===== config.mk =====
export PLATFORM = sky130hd
export DESIGN_NAME = seq_divider_restoring_flat
export DESIGN_NICKNAME = d
export VERILOG_FILES = /design/src/rtl/seq_divider_restoring_if.sv /design/src/rtl/seq_divider_restoring.sv /design/src/flat_wrapper.sv
export SDC_FILE = /design/constraint.sdc
export NUM_CORES = 1
export LEC_CHECK = 0
export ABC_CLOCK_PERIOD_IN_PS = 2300
export CELL_PAD_IN_SITES_DETAIL_PLACEMENT = 1
export CELL_PAD_IN_SITES_GLOBAL_PLACEMENT = 1
export CORE_UTILIZATION = 39
export CTS_BUF_LIST = sky130_fd_sc_hd__clkbuf_4 sky130_fd_sc_hd__clkbuf_8 sky130_fd_sc_hd__clkbuf_16
export CTS_CLUSTER_DIAMETER = 150
export DETAILED_ROUTE_END_ITERATION = 12
export HOLD_SLACK_MARGIN = 0.1
export PLACE_DENSITY = 0.79
export REMOVE_ABC_BUFFERS = 1
export SLEW_MARGIN = 20
export SYNTH_ARGS = -nofsm -noshare
export SYNTH_HDL_FRONTEND = slang
export SYNTH_SLANG_ARGS = --single-unit

===== constraint.sdc =====
create_clock -name clk -period 2.3 [get_ports clk]
set_clock_uncertainty 0.1 [all_clocks]
set_input_delay 0.46 -clock clk [delete_from_list [all_inputs] [get_ports clk]]
set_output_delay 0.46 -clock clk [all_outputs]
set_load 0.005 [all_outputs]

===== src/rtl/seq_divider_restoring_if.sv =====
// Operand/result bundle between a requester and the restoring divider.
// The requester drives start and operands; the divider returns status and results.
interface seq_divider_restoring_if #(
  parameter int unsigned WIDTH = 4
);
  logic             start;
  logic [WIDTH-1:0] dividend;
  logic [WIDTH-1:0] divisor;
  logic             busy;
  logic             done;
  logic [WIDTH-1:0] quotient;
  logic [WIDTH-1:0] remainder;
  logic             div_by_zero;

  modport master (
    output start, dividend, divisor,
    input  busy, done, quotient, remainder, div_by_zero
  );

  modport slave (
    input  start, dividend, divisor,
    output busy, done, quotient, remainder, div_by_zero
  );
endinterface


===== src/rtl/seq_divider_restoring.sv =====
// Iterative unsigned restoring divider: one quotient bit per clock, single-cycle done pulse.
// Results hold until the next completed division; divide-by-zero skips the iteration phase.
module seq_divider_restoring #(
  parameter int unsigned WIDTH = 4
) (
  input  logic                   clk,
  input  logic                   rst,
  seq_divider_restoring_if.slave bus
);

  localparam int unsigned CW = (WIDTH > 1) ? $clog2(WIDTH) : 1;

  typedef enum logic [1:0] {
    S_IDLE = 2'd0,
    S_CALC = 2'd1,
    S_DONE = 2'd2
  } state_t;

  state_t           r_state,    w_state_n;
  logic [WIDTH-1:0] r_a,        w_a_n;
  logic [WIDTH-1:0] r_b,        w_b_n;
  logic [WIDTH:0]   r_acc,      w_acc_n;
  logic [WIDTH-1:0] r_sh,       w_sh_n;
  logic [CW-1:0]    r_cnt,      w_cnt_n;
  logic             r_dbz_pend, w_dbz_pend_n;
  logic [WIDTH-1:0] r_quot,     w_quot_n;
  logic [WIDTH-1:0] r_rem,      w_rem_n;
  logic             r_dbz,      w_dbz_n;
  logic             r_busy,     w_busy_n;
  logic             r_done,     w_done_n;

  logic [WIDTH:0]   w_trial;
  logic [WIDTH:0]   w_diff;
  logic             w_ge;
  logic             w_unused_acc_msb;

  // Trial subtract on the shifted partial remainder; WIDTH+1 bits so it cannot overflow.
  assign w_trial          = {r_acc[WIDTH-1:0], r_sh[WIDTH-1]};
  assign w_diff           = w_trial - {1'b0, r_b};
  assign w_ge             = (w_trial >= {1'b0, r_b});
  assign w_unused_acc_msb = r_acc[WIDTH];

  // Next-state and datapath update.
  always_comb begin
    w_state_n    = r_state;
    w_a_n        = r_a;
    w_b_n        = r_b;
    w_acc_n      = r_acc;
    w_sh_n       = r_sh;
    w_cnt_n      = r_cnt;
    w_dbz_pend_n = r_dbz_pend;
    w_quot_n     = r_quot;
    w_rem_n      = r_rem;
    w_dbz_n      = r_dbz;

    case (r_state)
      S_IDLE: begin
        if (bus.start) begin
          w_a_n   = bus.dividend;
          w_b_n   = bus.divisor;
          w_acc_n = '0;
          w_sh_n  = bus.dividend;
          w_cnt_n = CW'(WIDTH - 1);
          if (bus.divisor != '0) begin
            w_state_n    = S_CALC;
            w_dbz_pend_n = 1'b0;
          end else begin
            w_state_n    = S_DONE;
            w_dbz_pend_n = 1'b1;
          end
        end
      end

      S_CALC: begin
        w_sh_n  = {r_sh[WIDTH-2:0], w_ge};
        w_acc_n = w_ge ? w_diff : w_trial;
        if (r_cnt == '0) begin
          w_state_n = S_DONE;
        end else begin
          w_cnt_n = r_cnt - CW'(1);
        end
      end

      S_DONE: begin
        w_state_n = S_IDLE;
        w_quot_n  = r_dbz_pend ? '1  : r_sh;
        w_rem_n   = r_dbz_pend ? r_a : r_acc[WIDTH-1:0];
        w_dbz_n   = r_dbz_pend;
      end

      default: begin
        w_state_n = S_IDLE;
      end
    endcase

    w_busy_n = (r_state != S_IDLE);
    w_done_n = (r_state == S_DONE);
  end

  // State and datapath registers.
  always_ff @(posedge clk) begin
    if (rst) begin
      r_state    <= S_IDLE;
      r_a        <= '0;
      r_b        <= '0;
      r_acc      <= '0;
      r_sh       <= '0;
      r_cnt      <= '0;
      r_dbz_pend <= 1'b0;
      r_quot     <= '0;
      r_rem      <= '0;
      r_dbz      <= 1'b0;
      r_busy     <= 1'b0;
      r_done     <= 1'b0;
    end else begin
      r_state    <= w_state_n;
      r_a        <= w_a_n;
      r_b        <= w_b_n;
      r_acc      <= w_acc_n;
      r_sh       <= w_sh_n;
      r_cnt      <= w_cnt_n;
      r_dbz_pend <= w_dbz_pend_n;
      r_quot     <= w_quot_n;
      r_rem      <= w_rem_n;
      r_dbz      <= w_dbz_n;
      r_busy     <= w_busy_n;
      r_done     <= w_done_n;
    end
  end

  assign bus.busy        = r_busy;
  assign bus.done        = r_done;
  assign bus.quotient    = r_quot;
  assign bus.remainder   = r_rem;
  assign bus.div_by_zero = r_dbz;

endmodule


===== src/flat_wrapper.sv =====
// flat-port wrapper written by rule: the top's interface ports become plain ports
module seq_divider_restoring_flat 
#(
  parameter int unsigned WIDTH = 4
)
  (clk, rst, bus_start, bus_dividend, bus_divisor, bus_busy, bus_done, bus_quotient, bus_remainder, bus_div_by_zero);
  seq_divider_restoring_if #(.WIDTH(WIDTH)) bus_i ();
  input  logic clk;
  input  logic rst;
  input wire logic [$bits(bus_i.start)-1:0] bus_start;
  input wire logic [$bits(bus_i.dividend)-1:0] bus_dividend;
  input wire logic [$bits(bus_i.divisor)-1:0] bus_divisor;
  output wire logic [$bits(bus_i.busy)-1:0] bus_busy;
  output wire logic [$bits(bus_i.done)-1:0] bus_done;
  output wire logic [$bits(bus_i.quotient)-1:0] bus_quotient;
  output wire logic [$bits(bus_i.remainder)-1:0] bus_remainder;
  output wire logic [$bits(bus_i.div_by_zero)-1:0] bus_div_by_zero;
  assign bus_i.start = bus_start;
  assign bus_i.dividend = bus_dividend;
  assign bus_i.divisor = bus_divisor;
  assign bus_busy = bus_i.busy;
  assign bus_done = bus_i.done;
  assign bus_quotient = bus_i.quotient;
  assign bus_remainder = bus_i.remainder;
  assign bus_div_by_zero = bus_i.div_by_zero;
  seq_divider_restoring #(.WIDTH(WIDTH)) u_core (.clk(clk), .rst(rst), .bus(bus_i));
endmodule

* Word-level counts from Yosys, hierarchy flattened
Cells that the tools add are included.
Storage, ports and cells: register bits 32, bits in latches 0, RAM bits 0, memory bits (read-only) 0, input bits 11, output and inout port bits 11, logic and storage cells 44, memories 0
Operators by class: add/sub/neg operators 2, multipliers 0, div/mod/pow operators 0, order comparisons 1, equality and inequality tests 5, shifts and indexed selects 0, multiplexer cells 15, bitwise logic cells 0, reductions and logical operators 9
Operators by type and width (count):
- 4-bit 2-to-1 mux | 5
- 4-bit case mux with 2 select lines | 2
- 2-bit 2-to-1 mux | 5
- 2-bit case mux with 2 select lines | 2
- 2-bit AND reduction | 3
- 5-bit by 4-bit greater-or-equal comparator with 1-bit output | 1
- 2-bit logical NOT | 2
- 2-bit != test (second input constant) | 2
- 2-bit nonzero test | 2
- 4-bit nonzero test | 1
- 4-bit subtractor | 1
- 3-bit AND reduction | 1
- 2-bit by 1-bit equality test with 1-bit output (second input constant) | 1
- 2-bit equality test (second input constant) | 1
- 2-bit by 1-bit != test with 1-bit output (second input constant) | 1
- 2-bit by 1-bit subtractor with 2-bit output (second input constant) | 1
- 1-bit 2-to-1 mux | 1

* Depth between registers and ports, before layout
Gate-level depths: netlist of run 1.
word-level depth 4, depth in mapped cells 6, mapped depth without buffers 6

* Worst setup path before layout of run 1
No wires, ideal clock.
kind register to register, from reg u_core.r_sh[3], to reg u_core.r_acc[0], library setup time 117 ps, arrival 1421 ps, required time 2083 ps, setup slack 661 ps, cell stages (with the launch flop) 7, buffers on the path 0, clock period less this slack 1639 ps, path through dfxtp_1 inv_1 ha_1 nand4_1 nand2_2 or3_1 a32o_1
Between the ends: cells in the longest elaborated chain, start to end 3, elaborated cells on any way between the ends 4, classes of those cells 1 x add/sub; 1 x order compare; 2 x mux
RTL lines:
- from (decl) | RTL line seq_divider_restoring.sv:23 | logic [WIDTH-1:0] r_sh, w_sh_n;
- from (signal assigned) | RTL line seq_divider_restoring.sv:120 | r_sh <= w_sh_n;
- 4-bit subtractor or 5-bit by 4-bit greater-or-equal comparator with 1-bit output (tied branches) | RTL line seq_divider_restoring.sv:39, seq_divider_restoring.sv:40
- 4-bit 2-to-1 mux * | RTL line seq_divider_restoring.sv:76 | w_acc_n = w_ge ? w_diff : w_trial;
- 4-bit case mux with 2 select lines * | RTL line seq_divider_restoring.sv:56 | case (r_state)
- to (signal assigned) | RTL line seq_divider_restoring.sv:119 | r_acc <= w_acc_n;
- to (decl) | RTL line seq_divider_restoring.sv:22 | logic [WIDTH:0] r_acc, w_acc_n;
Every way passes the cells marked *; elsewhere a longest branch is shown, timed or not. A chain may end at the register's enable or synchronous reset.

* Worst setup path after layout of run 1
Same ends and word-level chain as after synthesis.

==> results.py, run 1 <==
metrics = {
    "synth": {
        "syn_area_sq_um": 1450,
        "yosysTopAreaCell": "dfxtp_1",
        "yosysWarnings": 0,
        "ys_seq_area_share_pct": 44.2,
        "synth-seq-cells": 32,
        "synth_cell_type_count": 36,
        "synth_area_leaders": "dfxtp_1, nand2_1, a211oi_1",
        "yosysTopAreaCellShare_pct": 44.2,
        "synthesis.instances": 165,
        "postSynthAreaPerCell_sq_um": 8.78,
    },
    "placed_design": {
        "dp_cells": 228,
        "dp_slack_ns": 0.278,
        "dpl.hpwl_um": 2460,
        "io_buffers": 21,
        "place_congestion": 0.795,
        "placed_area_sq_um": 1680,
    },
    "final_layout": {
        "layout_commonest_cell": "dfxtp_1",
        "postLayoutCellArea_sq_um": 1770,
        "nets": 206,
        "layout_common_cells": "dfxtp_1, nand2_1, clkdlybuf4s50_1",
        "fin_util_pct": 51.5,
        "final_cells": 236,
        "n_antenna_cell": 0,
        "drive_above_1_share_pct": 12.6,
        "syn_to_final_growth_pct": 22.3,
    },
    "setup_path": {
        "worstPathMaxFanout": 8,
        "worstPathRequired_ns": 2.37,
        "slowest_stage": "dfxtp_1",
        "cp_top_family": "simple AND/OR/NAND/NOR gates",
        "path_class": "reg2reg",
        "path_buf_inv": 1,
        "r2r-start": "u_core.r_sh[3]",
        "crit_arrival_ns": 1.87,
        "crit_start": "u_core.r_sh[3]",
        "end_kind": "flop",
        "crit_chain": "inv_1 > ha_1 > nand4_1 > nand2_2 > or3_1 > a32o_1",
        "start_kind": "flop",
        "max_stage_delay_ns": 0.39,
    },
    "sta": {
        "max_freq_mhz": 557,
        "worst_slack_ns": 0.503,
        "hold_viol": 0,
        "hold_slack_ns": 0.358,
        "rsz0062_at_grt": "no",
        "period_needed_ns": 1.80,
        "worstMarginPinSlew_ns": 0.453,
        "setup_tns_ns": 0,
        "max_slew_margin_pct": 69.5,
        "finalCritPeriodShare_pct": 78.1,
        "setup-violations-final": 0,
        "drv_slew": 0,
    },
    "cts": {
        "ctsLongestPathBuffers": 2,
        "clkTransAtPathRegs_ns": 0.06,
        "cts-root-buf": "clkbuf_8",
        "numCtsBuffers": 5,
        "holdBufCountCts": 0,
        "cts-resized-gates": 0,
        "htreeDepth": 2,
        "post_cts_buffers": 0,
        "tritoncts": "done",
        "clock_latency_ns": 0.28,
        "cts.sinks": 32,
    },
    "pwr": {
        "p_total_mw": 1.35,
        "powerDensity_nw_per_um2": 761,
        "leakagePower_nw": 0.617,
        "ir_drop_mv": 0.407,
    },
    "route": {
        "drcViolationCount": 0,
        "vias": 1223,
        "viasPerCell": 5.18,
        "drt-initial-drc-count": 23,
        "routed_wl_um": 3280,
        "firstDrtPassIters": 4,
        "postRouteAntennaNets": 0,
        "wl_per_cell_um": 13.9,
    },
    "global_routing": {
        "grt_usage_pct": 19.4,
        "grt_max_degree": 28,
        "grt_antenna_before_repair": 0,
        "overflow": 0,
        "grt_pass1_wl_um": 5870,
        "first_global_vias": 1301,
    },
    "die": {
        "io_pins": 22,
        "start_util_pct": 42.1,
        "die_area_sq_um": 3960,
        "die_h_um": 63.0,
        "die_x_um": 63.0,
        "core_sq_um": 3440,
        "rows": 21,
    },
    "worst_hold_path": {
        "worstHoldStart": "u_core.r_a[1]",
        "hp-class": "reg2reg",
    },
    "outcome": {
        "status": "complete, no violations",
    },
    "flow_run": {
        "drv_cap": 0,
    },
}
sequential cells by signal, summed over array words and instances (netlist names):
| signal | cells |
|---|---|
| u_core.bus.quotient | 4 |
| u_core.r_cnt | 2 |
| u_core.r_state | 2 |
| u_core.r_sh | 4 |
| u_core.r_b | 4 |
| u_core.r_a | 4 |
| u_core.bus.done | 1 |
| u_core.r_dbz_pend | 1 |
| u_core.r_acc | 4 |
| u_core.bus.busy | 1 |
| u_core.bus.div_by_zero | 1 |
| u_core.bus.remainder | 4 |
Yosys cell counts:
library cell  number
nor3b_4            1
nor2b_1            2
nor2_1            18
a21oi_1           11
o21ai_0            4
mux2i_1            5
o211ai_1           2
nand2b_2           1
o21ai_1            1
nor3_1             4
a21oi_2            1
a211oi_2           1
buf_12             1
nand2b_1           1
nand2_2            1
nor2_2             4
buf_2              2
a31oi_1            4
o31ai_1            1
nand4_1            1
dfxtp_1           32
a32o_1             2
xnor2_1            1
ha_1               5
nor4_1             1
buf_1              2
nor3_2             1
nand2_1           29
a22oi_1            1
a211oi_1           9
nor2b_2            2
or3_1              2
or2_2              1
inv_1              8
buf_6              2
fa_1               1
worst min-delay path: stages (launching register included):
cell,delay [ns]
dfxtp_1,0.31
nand2_1,0.05
a21oi_1,0.05
report_power, final:
part           internal (mW)  switching [mW]  leakage, nW  total [mW]
Clock                  0.238           0.203       0.0510       0.442
Combinational          0.123           0.152        0.305       0.276
Sequential             0.596          0.0355        0.262       0.631
logic make-up after synthesis:
group           Yosys count  synth area share, %
buf+inv                  15                 6.22
mux                       5                 3.45
simple gates             69                 23.0
flops                    32                 44.2
xor+xnor                  1                0.605
fa+ha+maj                 6                 5.70
compound gates           37                 16.8
per-layer routing:
metal	vias up	GRT usage [%]	share of wire, %
li1	611	-	-
met5	-	0	0
met3	5	4.56	3.3
met1	587	21.5	43
met4	0	9.88	1.5
met2	20	34.0	52
path summary, 6_finish.rpt:
check,slack (ns),depth (start not counted),end
hold reg to reg,0.36,2,u_core.r_a[1]
hold / removal,0.36,2,u_core.r_a[1]
setup reg to reg,0.50,6,u_core.r_acc[0]
setup / recovery,0.50,6,u_core.r_acc[0]
cell type report:
type	count	area [sq um]
clock buffers	6	82.6
clock inverters	2	10.0
fillers	417	1670
inverters	8	30.0
multi-input cells	118	718
flip-flops and latches	32	641
well taps	46	57.6
repair buffers	24	233
Note: power is estimated with default switching activity, not from simulation.
==> run 2: changes to the inputs <==
Settings changed: ABC_CLOCK_PERIOD_IN_PS 2300 to 1550, CORE_UTILIZATION 39 to 36, PLACE_DENSITY 0.79 to 0.77.
Clock period 2.3 ns to 1.55 ns, I/O delays scaled along.
==> results.py, run 2 (same netlist as run 1, synthesis figures left out) <==
metrics = {
    "pwr": {
        "leakagePower_nw": 0.864,
        "pwr-share-comb_pct": 24.5,
        "ir_drop_mv": 0.697,
        "sequentialPowerShare_pct": 40.5,
        "p_int_mw": 1.67,
        "powerDensity_nw_per_um2": 1140,
        "switchingPower_uw": 650,
        "switching_share_pct": 28.0,
        "pwr-share-clk_pct": 35.0,
    },
    "sta": {
        "finalCritPeriodShare_pct": 106,
        "max_slew_margin_pct": 69.8,
        "drv_slew": 0,
        "rsz0062_at_grt": "yes",
        "setup-violations-final": 3,
        "worst_slack_ns": -0.0998,
        "max_freq_mhz": 606,
        "setup_tns_ns": -0.241,
        "hold_viol": 0,
        "period_needed_ns": 1.65,
        "hold_slack_ns": 0.365,
        "worstMarginPinSlew_ns": 0.453,
    },
    "die": {
        "die_x_um": 65.4,
        "io_pins": 22,
        "core_sq_um": 3770,
        "rows": 22,
        "die_area_sq_um": 4280,
        "die_h_um": 65.4,
        "start_util_pct": 38.4,
    },
    "route": {
        "viasPerCell": 5.04,
        "wl_per_cell_um": 14.9,
        "routed_wl_um": 3770,
        "postRouteAntennaNets": 0,
        "drt-initial-drc-count": 40,
        "drcViolationCount": 0,
        "firstDrtPassIters": 4,
        "vias": 1279,
    },
    "placed_design": {
        "io_buffers": 21,
        "placed_area_sq_um": 1800,
        "dpl.hpwl_um": 2750,
        "place_congestion": 0.857,
        "dp_cells": 244,
        "dp_slack_ns": -0.232,
    },
    "setup_path": {
        "slowest_stage": "fa_1",
        "max_stage_delay_ns": 0.53,
        "worstPathRequired_ns": 1.62,
        "path_class": "reg2reg",
        "crit_arrival_ns": 1.72,
        "r2r_cells": 5,
        "crit_chain": "inv_2 > ha_4 > fa_1 > o21ai_0 > a32o_1",
        "worstPathMaxFanout": 2,
        "end_kind": "flop",
        "start_kind": "flop",
    },
    "global_routing": {
        "first_global_vias": 1392,
        "grt_antenna_before_repair": 0,
        "grt_usage_pct": 20.7,
        "overflow": 0,
        "grt_max_degree": 19,
        "grt_pass1_wl_um": 6580,
    },
    "cts": {
        "cts.sinks": 32,
        "holdBufCountCts": 0,
        "htreeDepth": 2,
        "ctsLongestPathBuffers": 2,
        "numCtsBuffers": 5,
        "clkTransAtPathRegs_ns": 0.07,
        "cts-root-buf": "clkbuf_8",
        "tritoncts": "done",
        "clock_latency_ns": 0.29,
    },
    "worst_hold_path": {
        "worstHoldPathCells": 2,
        "hp-class": "reg2reg",
    },
    "outcome": {
        "violations": "negative setup slack",
        "status": "complete, but fails checks",
    },
    "final_layout": {
        "final_cells": 254,
        "layout_commonest_cell": "nand2_1",
        "nets": 222,
        "postLayoutCellArea_sq_um": 2040,
        "syn_to_final_growth_pct": 40.9,
        "layout_common_cells": "nand2_1, dfxtp_1, buf_4",
        "n_antenna_cell": 0,
        "drive_above_1_share_pct": 30.1,
    },
    "flow_run": {
        "drv_cap": 0,
    },
}
[run 2: cell types whose count changed in the layout (fill, tap and decap cells not counted), moves of 4 or more]
cell	delta
ha_1	-4
dlymetal6s2s_1	+7
ha_4	+4
dfxtp_1	-10
buf_4	+15
dfxtp_2	+10
clkdlybuf4s50_1	-9
[run 2: path summary, 6_finish.rpt]
kind | start | to | slack, ns
worst max register to register | u_core.r_sh[3] | u_core.r_acc[1] | -0.1
worst min-delay path | u_core.r_a[3] | u_core.r_a[3] | 0.36
worst max-delay path | u_core.r_sh[3] | u_core.r_acc[1] | -0.1
worst min register to register | u_core.r_a[3] | u_core.r_a[3] | 0.36
[run 2: timing repair]
action | CTS | global route
endpoints found under the setup margin | 7 | 13
pin swaps | 2 | 0
setup buffers | 2 | 0
resized for setup | 23 | 10
[run 2: critical path: cells and delay by family, from the launching register on]
| kind | cells | cell delay, ns |
|---|---|---|
| adder cells (fa/ha/maj) | 2 | 0.69 |
| AO/OA/AOI/OAI | 2 | 0.35 |
| flip-flops | 1 | 0.34 |
| buffers and inverters | 1 | 0.05 |
[run 2: stage by stage]
step / power [mW] / utilization [%]
after floorplan: 1.20 / -
after global placement: 1.41 / 47.7
after detailed placement: 1.44 / 47.7
after CTS: 2.33 / 53.4
after global routing: 2.44 / 54.1
final: 2.32 / 54.1
[run 2: power by group through the flow]
stage	registers [mW]	logic (mW)	clock network, mW
final	0.939	0.568	0.813
after global routing	0.947	0.627	0.867
after floorplan	0.941	0.263	0
after global placement	0.944	0.464	0
after CTS	0.938	0.556	0.837
after detailed placement	0.948	0.490	0
[run 2: cell type report]
class / count / area, sq um
Fill cell: 437 / 1730
Multi-Input combinational cell: 118 / 807
Sequential cell: 32 / 653
Timing Repair Buffer: 40 / 380
Clock buffer: 6 / 76.3
Tap cell: 48 / 60.1
Clock inverter: 2 / 35.0
Inverter: 8 / 30.0
[run 2: layer usage]
layer | vias up | routed length [um] | global-route usage, %
met5 | - | 0 | 0
met2 | 30 | 1900 | 35.2
met3 | 10 | 159 | 5.90
met1 | 590 | 1650 | 24.2
li1 | 649 | - | -
met4 | 0 | 68 | 8.42
==> run 3: changes to the inputs <==
Settings changed: CTS_CLUSTER_DIAMETER 150 to 120.
==> results of run 3 <==
Same layout as run 2: the final DEF is identical, and so are final timing and power.
